### config.mk
export PLATFORM = sky130hd
export DESIGN_NAME = controle_pipeline
export DESIGN_NICKNAME = d
export VERILOG_FILES = /design/src/rtl/controle_pkg.sv /design/src/rtl/controle_pipeline_contador.sv /design/src/rtl/controle_pipeline.sv
export SDC_FILE = /design/constraint.sdc
export NUM_CORES = 1
export LEC_CHECK = 0
export CAP_MARGIN = 20
export CELL_PAD_IN_SITES_DETAIL_PLACEMENT = 0
export CELL_PAD_IN_SITES_GLOBAL_PLACEMENT = 1
export CORE_MARGIN = 2
export CORE_UTILIZATION = 38
export DETAILED_ROUTE_END_ITERATION = 16
export GPL_TIMING_DRIVEN = 0
export PLACE_DENSITY_LB_ADDON = 0.1
export SLEW_MARGIN = 5
export SYNTH_ARGS = -nofsm -noshare
export SYNTH_HDL_FRONTEND = slang
export SYNTH_SLANG_ARGS = --single-unit
export TNS_END_PERCENT = 100
### constraint.sdc
create_clock -name clock -period 2.3 [get_ports clock]
set_input_delay 0.46 -clock clock [delete_from_list [all_inputs] [get_ports clock]]
set_output_delay 0.46 -clock clock [all_outputs]
set_load 0.02 [all_outputs]
### src/rtl/controle_pkg.sv
// Shared types and constants for the pipeline stall/flush sequencer.
// State encoding, HALT opcode and drain length live here.
package controle_pkg;

  typedef enum logic [2:0] {
    RUN      = 3'd0,
    MEM_WAIT = 3'd1,
    DRAIN    = 3'd2,
    HALTED   = 3'd3,
    ERRO     = 3'd4
  } estado_t;

  localparam logic [5:0] HALT_OPCODE  = 6'b111111;
  localparam int         DRAIN_CYCLES = 3;

  // Enable vector order: PC, IFID, IDEX, EXMEM, MEMWB
  localparam logic [4:0] EN_ALL  = 5'b11111;
  localparam logic [4:0] EN_NONE = 5'b00000;
  localparam logic [4:0] EN_BUB  = 5'b00111;

endpackage

### src/rtl/controle_pipeline_contador.sv
// Saturating up-counter used for the pipeline statistics.
// Holds at all-ones instead of wrapping.
module contador_saturado #(
  parameter int W = 16
) (
  input  logic         clock,
  input  logic         reset_n,
  input  logic         inc,
  output logic [W-1:0] count
);

  logic [W-1:0] r_count;

  always_ff @(posedge clock or negedge reset_n) begin
    if (!reset_n) begin
      r_count <= '0;
    end else if (inc && (r_count != '1)) begin
      r_count <= r_count + 1'b1;
    end
  end

  assign count = r_count;

endmodule

### src/rtl/controle_pipeline.sv
// Central stall/flush sequencer: merges load-use, branch and memory
// handshake into pipeline enables, flushes and bubble select.
module controle_pipeline
  import controle_pkg::*;
#(
  parameter int TIMEOUT = 15,
  parameter int CNT_W   = 16
) (
  input  logic             clock,
  input  logic             reset_n,
  input  logic             memRead_EXMEM,
  input  logic             memWrite_EXMEM,
  input  logic             mem_ack,
  input  logic             loadUse,
  input  logic             PCSrc,
  input  logic             halt_ID,
  output logic             mem_req,
  output logic             PCWrite,
  output logic             IFIDWrite,
  output logic             IDEXWrite,
  output logic             EXMEMWrite,
  output logic             MEMWBWrite,
  output logic             flushIFID,
  output logic             flushIDEX,
  output logic             flushEXMEM,
  output logic             hazardMux,
  output logic             halted,
  output logic             erro,
  output logic [CNT_W-1:0] stall_count,
  output logic [CNT_W-1:0] flush_count
);

  localparam int         WW     = $clog2(TIMEOUT + 1);
  localparam logic [WW-1:0] W_LAST = WW'(TIMEOUT - 1);
  localparam logic [1:0] D_LAST = 2'(DRAIN_CYCLES - 1);

  estado_t       r_state;
  estado_t       r_ret;
  logic [WW-1:0] r_wait;
  logic [1:0]    r_drain;

  estado_t       w_next;
  estado_t       w_ret_next;
  logic [WW-1:0] w_wait_next;
  logic [1:0]    w_drain_next;
  logic [4:0]    w_en;
  logic          w_flush;
  logic          w_bub;
  logic          w_req;
  logic          w_halted;
  logic          w_erro;
  logic          w_acc;
  logic          w_stall;
  logic          w_active;
  logic          w_stall_inc;
  logic          w_flush_inc;

  assign w_acc   = memRead_EXMEM | memWrite_EXMEM;
  assign w_stall = w_acc & ~mem_ack;

  always_ff @(posedge clock or negedge reset_n) begin
    if (!reset_n) begin
      r_state <= RUN;
      r_ret   <= RUN;
      r_wait  <= '0;
      r_drain <= '0;
    end else begin
      r_state <= w_next;
      r_ret   <= w_ret_next;
      r_wait  <= w_wait_next;
      r_drain <= w_drain_next;
    end
  end

  always_comb begin
    w_next       = r_state;
    w_ret_next   = r_ret;
    w_wait_next  = r_wait;
    w_drain_next = r_drain;
    w_en         = EN_ALL;
    w_flush      = 1'b0;
    w_bub        = 1'b0;
    w_req        = 1'b0;
    w_halted     = 1'b0;
    w_erro       = 1'b0;
    w_flush_inc  = 1'b0;
    case (r_state)
      RUN: begin
        w_req = w_acc;
        if (w_stall) begin
          w_en        = EN_NONE;
          w_next      = MEM_WAIT;
          w_ret_next  = RUN;
          w_wait_next = '0;
        end else if (PCSrc) begin
          w_flush     = 1'b1;
          w_flush_inc = 1'b1;
        end else if (loadUse) begin
          w_en  = EN_BUB;
          w_bub = 1'b1;
        end else if (halt_ID) begin
          w_next       = DRAIN;
          w_drain_next = '0;
        end
      end
      DRAIN: begin
        w_req = w_acc;
        if (w_stall) begin
          w_en        = EN_NONE;
          w_next      = MEM_WAIT;
          w_ret_next  = DRAIN;
          w_wait_next = '0;
        end else if (PCSrc) begin
          // halt was fetched on the wrong path
          w_flush     = 1'b1;
          w_flush_inc = 1'b1;
          w_next      = RUN;
        end else begin
          w_en  = EN_BUB;
          w_bub = 1'b1;
          if (r_drain == D_LAST) begin
            w_next = HALTED;
          end else begin
            w_drain_next = r_drain + 1'b1;
          end
        end
      end
      MEM_WAIT: begin
        w_req = w_acc;
        if (mem_ack) begin
          w_next = r_ret;
        end else begin
          w_en = EN_NONE;
          if (r_wait == W_LAST) begin
            w_next = ERRO;
          end else begin
            w_wait_next = r_wait + 1'b1;
          end
        end
      end
      HALTED: begin
        w_en     = EN_NONE;
        w_halted = 1'b1;
      end
      ERRO: begin
        w_en   = EN_NONE;
        w_erro = 1'b1;
      end
      default: begin
        w_en   = EN_NONE;
        w_next = RUN;
      end
    endcase
  end

  assign w_active = (r_state == RUN) | (r_state == DRAIN) |
                    (r_state == MEM_WAIT);
  assign w_stall_inc = w_active & ~w_en[4];

  // request is dropped as soon as reset asserts
  assign mem_req    = w_req & reset_n;
  assign PCWrite    = w_en[4];
  assign IFIDWrite  = w_en[3];
  assign IDEXWrite  = w_en[2];
  assign EXMEMWrite = w_en[1];
  assign MEMWBWrite = w_en[0];
  assign flushIFID  = w_flush;
  assign flushIDEX  = w_flush;
  assign flushEXMEM = w_flush;
  assign hazardMux  = w_bub;
  assign halted     = w_halted;
  assign erro       = w_erro;

  contador_saturado #(.W(CNT_W)) u_stall_cnt (
    .clock   (clock),
    .reset_n (reset_n),
    .inc     (w_stall_inc),
    .count   (stall_count)
  );

  contador_saturado #(.W(CNT_W)) u_flush_cnt (
    .clock   (clock),
    .reset_n (reset_n),
    .inc     (w_flush_inc),
    .count   (flush_count)
  );

endmodule

==> results.md <==
* Synth warnings at 0
* Nets at just under 300
* Hold crit path type: input port to async pin
* Reg clk slew, reported paths at 0.08 ns
* H-tree Lvls at 2
* Clock Tree Buf Depth at 2
* VDD IR max at 240 uV
* Max Cap Viol at 0
* Worst-path cell chain: clkbuf_4 > clkbuf_4 > nor2_1 > clkdlybuf4s50_1
* Simple-gate share of the synthesized area at a little over a quarter
* CP Buf/Inv Count at 3
* Area share of fa/ha/maj cells after synthesis at under 10%
* Commonest cells post-synth: dfrtp_1, nand2_1, nand3_1
* Number of DRC markers in iteration 0 at a little over 90
* Max-slew headroom at 56.2%
* Synthesized instance count at about 230
* Worst path slowest cell: clkdlybuf4s50_1
* Setup WS pre-CTS at -0.496 ns
* Post-route minimum period at 2.22 ns
* Syn_nets at between 200 and 250
* Tcrit/Tclk final at 96.5%
* Area of the mapped netlist at approximately 2200 sq um
* Required time of the critical path at 1.84 ns
* Setup ws final at roughly 0.08 ns
* Final ANT Viol Nets at 0
* Unrepaired setup endpoints after global routing: true
* Worst-margin pin slew at roughly 0.65 ns
* IO Count at 52
* Ys flop type: dfrtp_1
* Synth area leaders: dfrtp_1, xnor2_1, xor2_1, nand2_1, nand3_1
* Yosys reg bits at between 40 and 50
* Sequential share of the synthesized area at between 40% and 50%
* Starting Density at about two fifths
* Highest fanout seen on the critical path at 10
* Die area at between 6000 and 7000 sq um
* Fmax achieved at ~450 MHz
* GRT overflow at 0
* Largest net degree at the start of global routing at 37
* GRT Total Usage at 15.7%
* Final Skew at ~0.0046 ns
* Syn avg cell area at between 9 and 10 sq um
* Core Box Area at approximately 5800 sq um
* Post-synth ARST share at between 90% and 100%
* DRT Wirelength at 4820 microns
* Endpoints failing setup at 0
* Top cell type's share of synthesized area at a little under half
* DRC at 0
* Num CTS Buffers at 5
* CTS tree: built
* Drt via density at ~5.1
* Total Power at 0.00141 W
* Antenna diodes at 0
* Setup CP Type: flop to primary output
* Multiplexer share of the synthesized area at approximately 2%
* Clk root buf: clkbuf_8
* Cell Pwr Density at ~470 nW/um^2
* Most frequent cell after synthesis: dfrtp_1
* I/O Buffers at 50
* Vias at roughly 1800
* Vias in the first global route at 1673
* Critical Path Sink Type: primary output
* Gpl congestion at just over 0.8
* Critical path's largest stage delay at slightly above 0.6 ns
* Worst path most repeated cell: clkbuf_4
* Area growth syn-to-layout at 33.6%
* Crit path DAT at approximately 1.8 ns
* Delay-heaviest family, CP: buffers and inverters
* Clock Sinks at 42
* Main combinational cell family by area after synthesis: simple AND/OR/NAND/NOR gates
* Status: finished, final reports clean
* Number of library cell types mapped by synthesis at between 40 and 50
* EDFF count, synth at 0
* Critical Path Source Type: flop
* Rows at 28
* Antenna violations before repair at 0
* Hold Violations, Final at 0
* Synth area leader: dfrtp_1
* Die width at approximately 81 microns
* Reg2Reg Setup Slack at around 0.25 ns
* Share of cells above drive strength 1 at 15.1%
* P_leak at 1.32 nW
* Post-Synth XOR/XNOR Area at a little over a tenth
* Worst-Skew Late Latency at between 0.2 and 0.3 ns
* TritonRoute pass-1 iters at 4
* Fin. max-slew vios at 0
* Final HPWL DP at roughly 3500 microns
* Die Y at around 80 microns
* Routed wire per std cell at between 10 and 15 microns
* Compound-gate portion of the synthesized area at a little under 7%
* Global-route wire length before repair at about 8000 microns
-- placed cells by master, fill, tap and decap left out, types with 2 or more instances in the layout --
| master | instances |
|---|---|
| and2_1 | 3 |
| ha_1 | 5 |
| nand3_1 | 19 |
| dlygate4sd2_1 | 6 |
| nand3b_1 | 2 |
| dlymetal6s2s_1 | 2 |
| o21ai_0 | 4 |
| a22o_1 | 2 |
| clkdlybuf4s50_1 | 35 |
| and4_1 | 2 |
| inv_1 | 6 |
| clkbuf_8 | 6 |
| mux2_2 | 3 |
| nor4_2 | 2 |
| clkbuf_2 | 2 |
| nand2b_1 | 2 |
| clkdlybuf4s15_2 | 3 |
| nand4_1 | 8 |
| nand2_1 | 25 |
| a21oi_1 | 3 |
| buf_4 | 11 |
| nand2_2 | 2 |
| clkbuf_4 | 2 |
| xnor2_1 | 15 |
| o311ai_0 | 2 |
| nor3_1 | 5 |
| and3_1 | 3 |
| xor2_1 | 13 |
| nor2_1 | 19 |
| nor4_1 | 7 |
| dfrtp_1 | 42 |
-- power breakdown --
| group | internal, W | switching, W |
|---|---|---|
| Sequential | 0.000743 | 0.00000686 |
| Combinational | 0.0000288 | 0.0000377 |
| Clock | 0.000348 | 0.000250 |
-- metal layers --
metal,vias to the layer above,track usage (%),routed length [microns]
li1,911,-,-
met1,896,20.9,2290
met2,37,25.0,2280
met3,2,3.78,218
met4,0,5.08,27
met5,-,0,0
-- worst paths after layout --
check | end | cells past startpoint | start
setup / recovery | halted | 4 | r_state[2]
hold / removal | u_stall_cnt.count[12] | 1 | reset_n
setup reg to reg | u_flush_cnt.count[1] | 6 | u_flush_cnt.count[0]
hold reg to reg | u_flush_cnt.count[8] | 1 | u_flush_cnt.count[8]
max in group asynchronous | r_ret[1] | 2 | reset_n
min in group clock | u_flush_cnt.count[8] | 1 | u_flush_cnt.count[8]
-- sequential cells by signal (all words and copies together) (netlist names) --
register,flops
r_state,3
u_stall_cnt.count,16
r_wait,4
r_drain,2
r_ret,1
u_flush_cnt.count,16
-- kinds of logic (layout without fill, tap and decap cells) --
family,count (synthesis),in the layout
flops,42,42
buf+inv,18,77
mux,4,4
compound gates,20,20
xor+xnor,28,28
fa+ha+maj,5,5
simple gates,109,109
-- area by class of cell --
type                    count  area, sq um
fillers                   573         2810
multi-input cells         166         1120
flip-flops and latches     42         1050
repair buffers             52          512
well taps                  75         93.8
clock buffers               6         82.6
plain buffers              11         82.6
clock inverters             1         30.0
inverters                   7         26.3
-- repair_timing --
action / 4_1_cts / 5_1_grt
setup endpoints to repair: 12 / 8
hold buffers: 0 / 0
pin swaps: 2 / 1
resized for setup: 28 / 9
setup buffers: 0 / 1
-- per-stage QoR --
step	setup TNS (ns)	cell area [sq um]	std cells	hold slack, ns	util (%)
final	0	3000	360	0.0139	51.6
after global routing	-0.00255	3000	360	0.0163	51.6
after CTS	0	2990	359	0.00949	51.3
after detailed placement	-5.80	2860	352	0.330	49.1
after global placement	-27.06	2840	351	0.479	48.8
after floorplan	0	2250	226	0.164	-
Note: power is estimated with default switching activity, not from simulation.
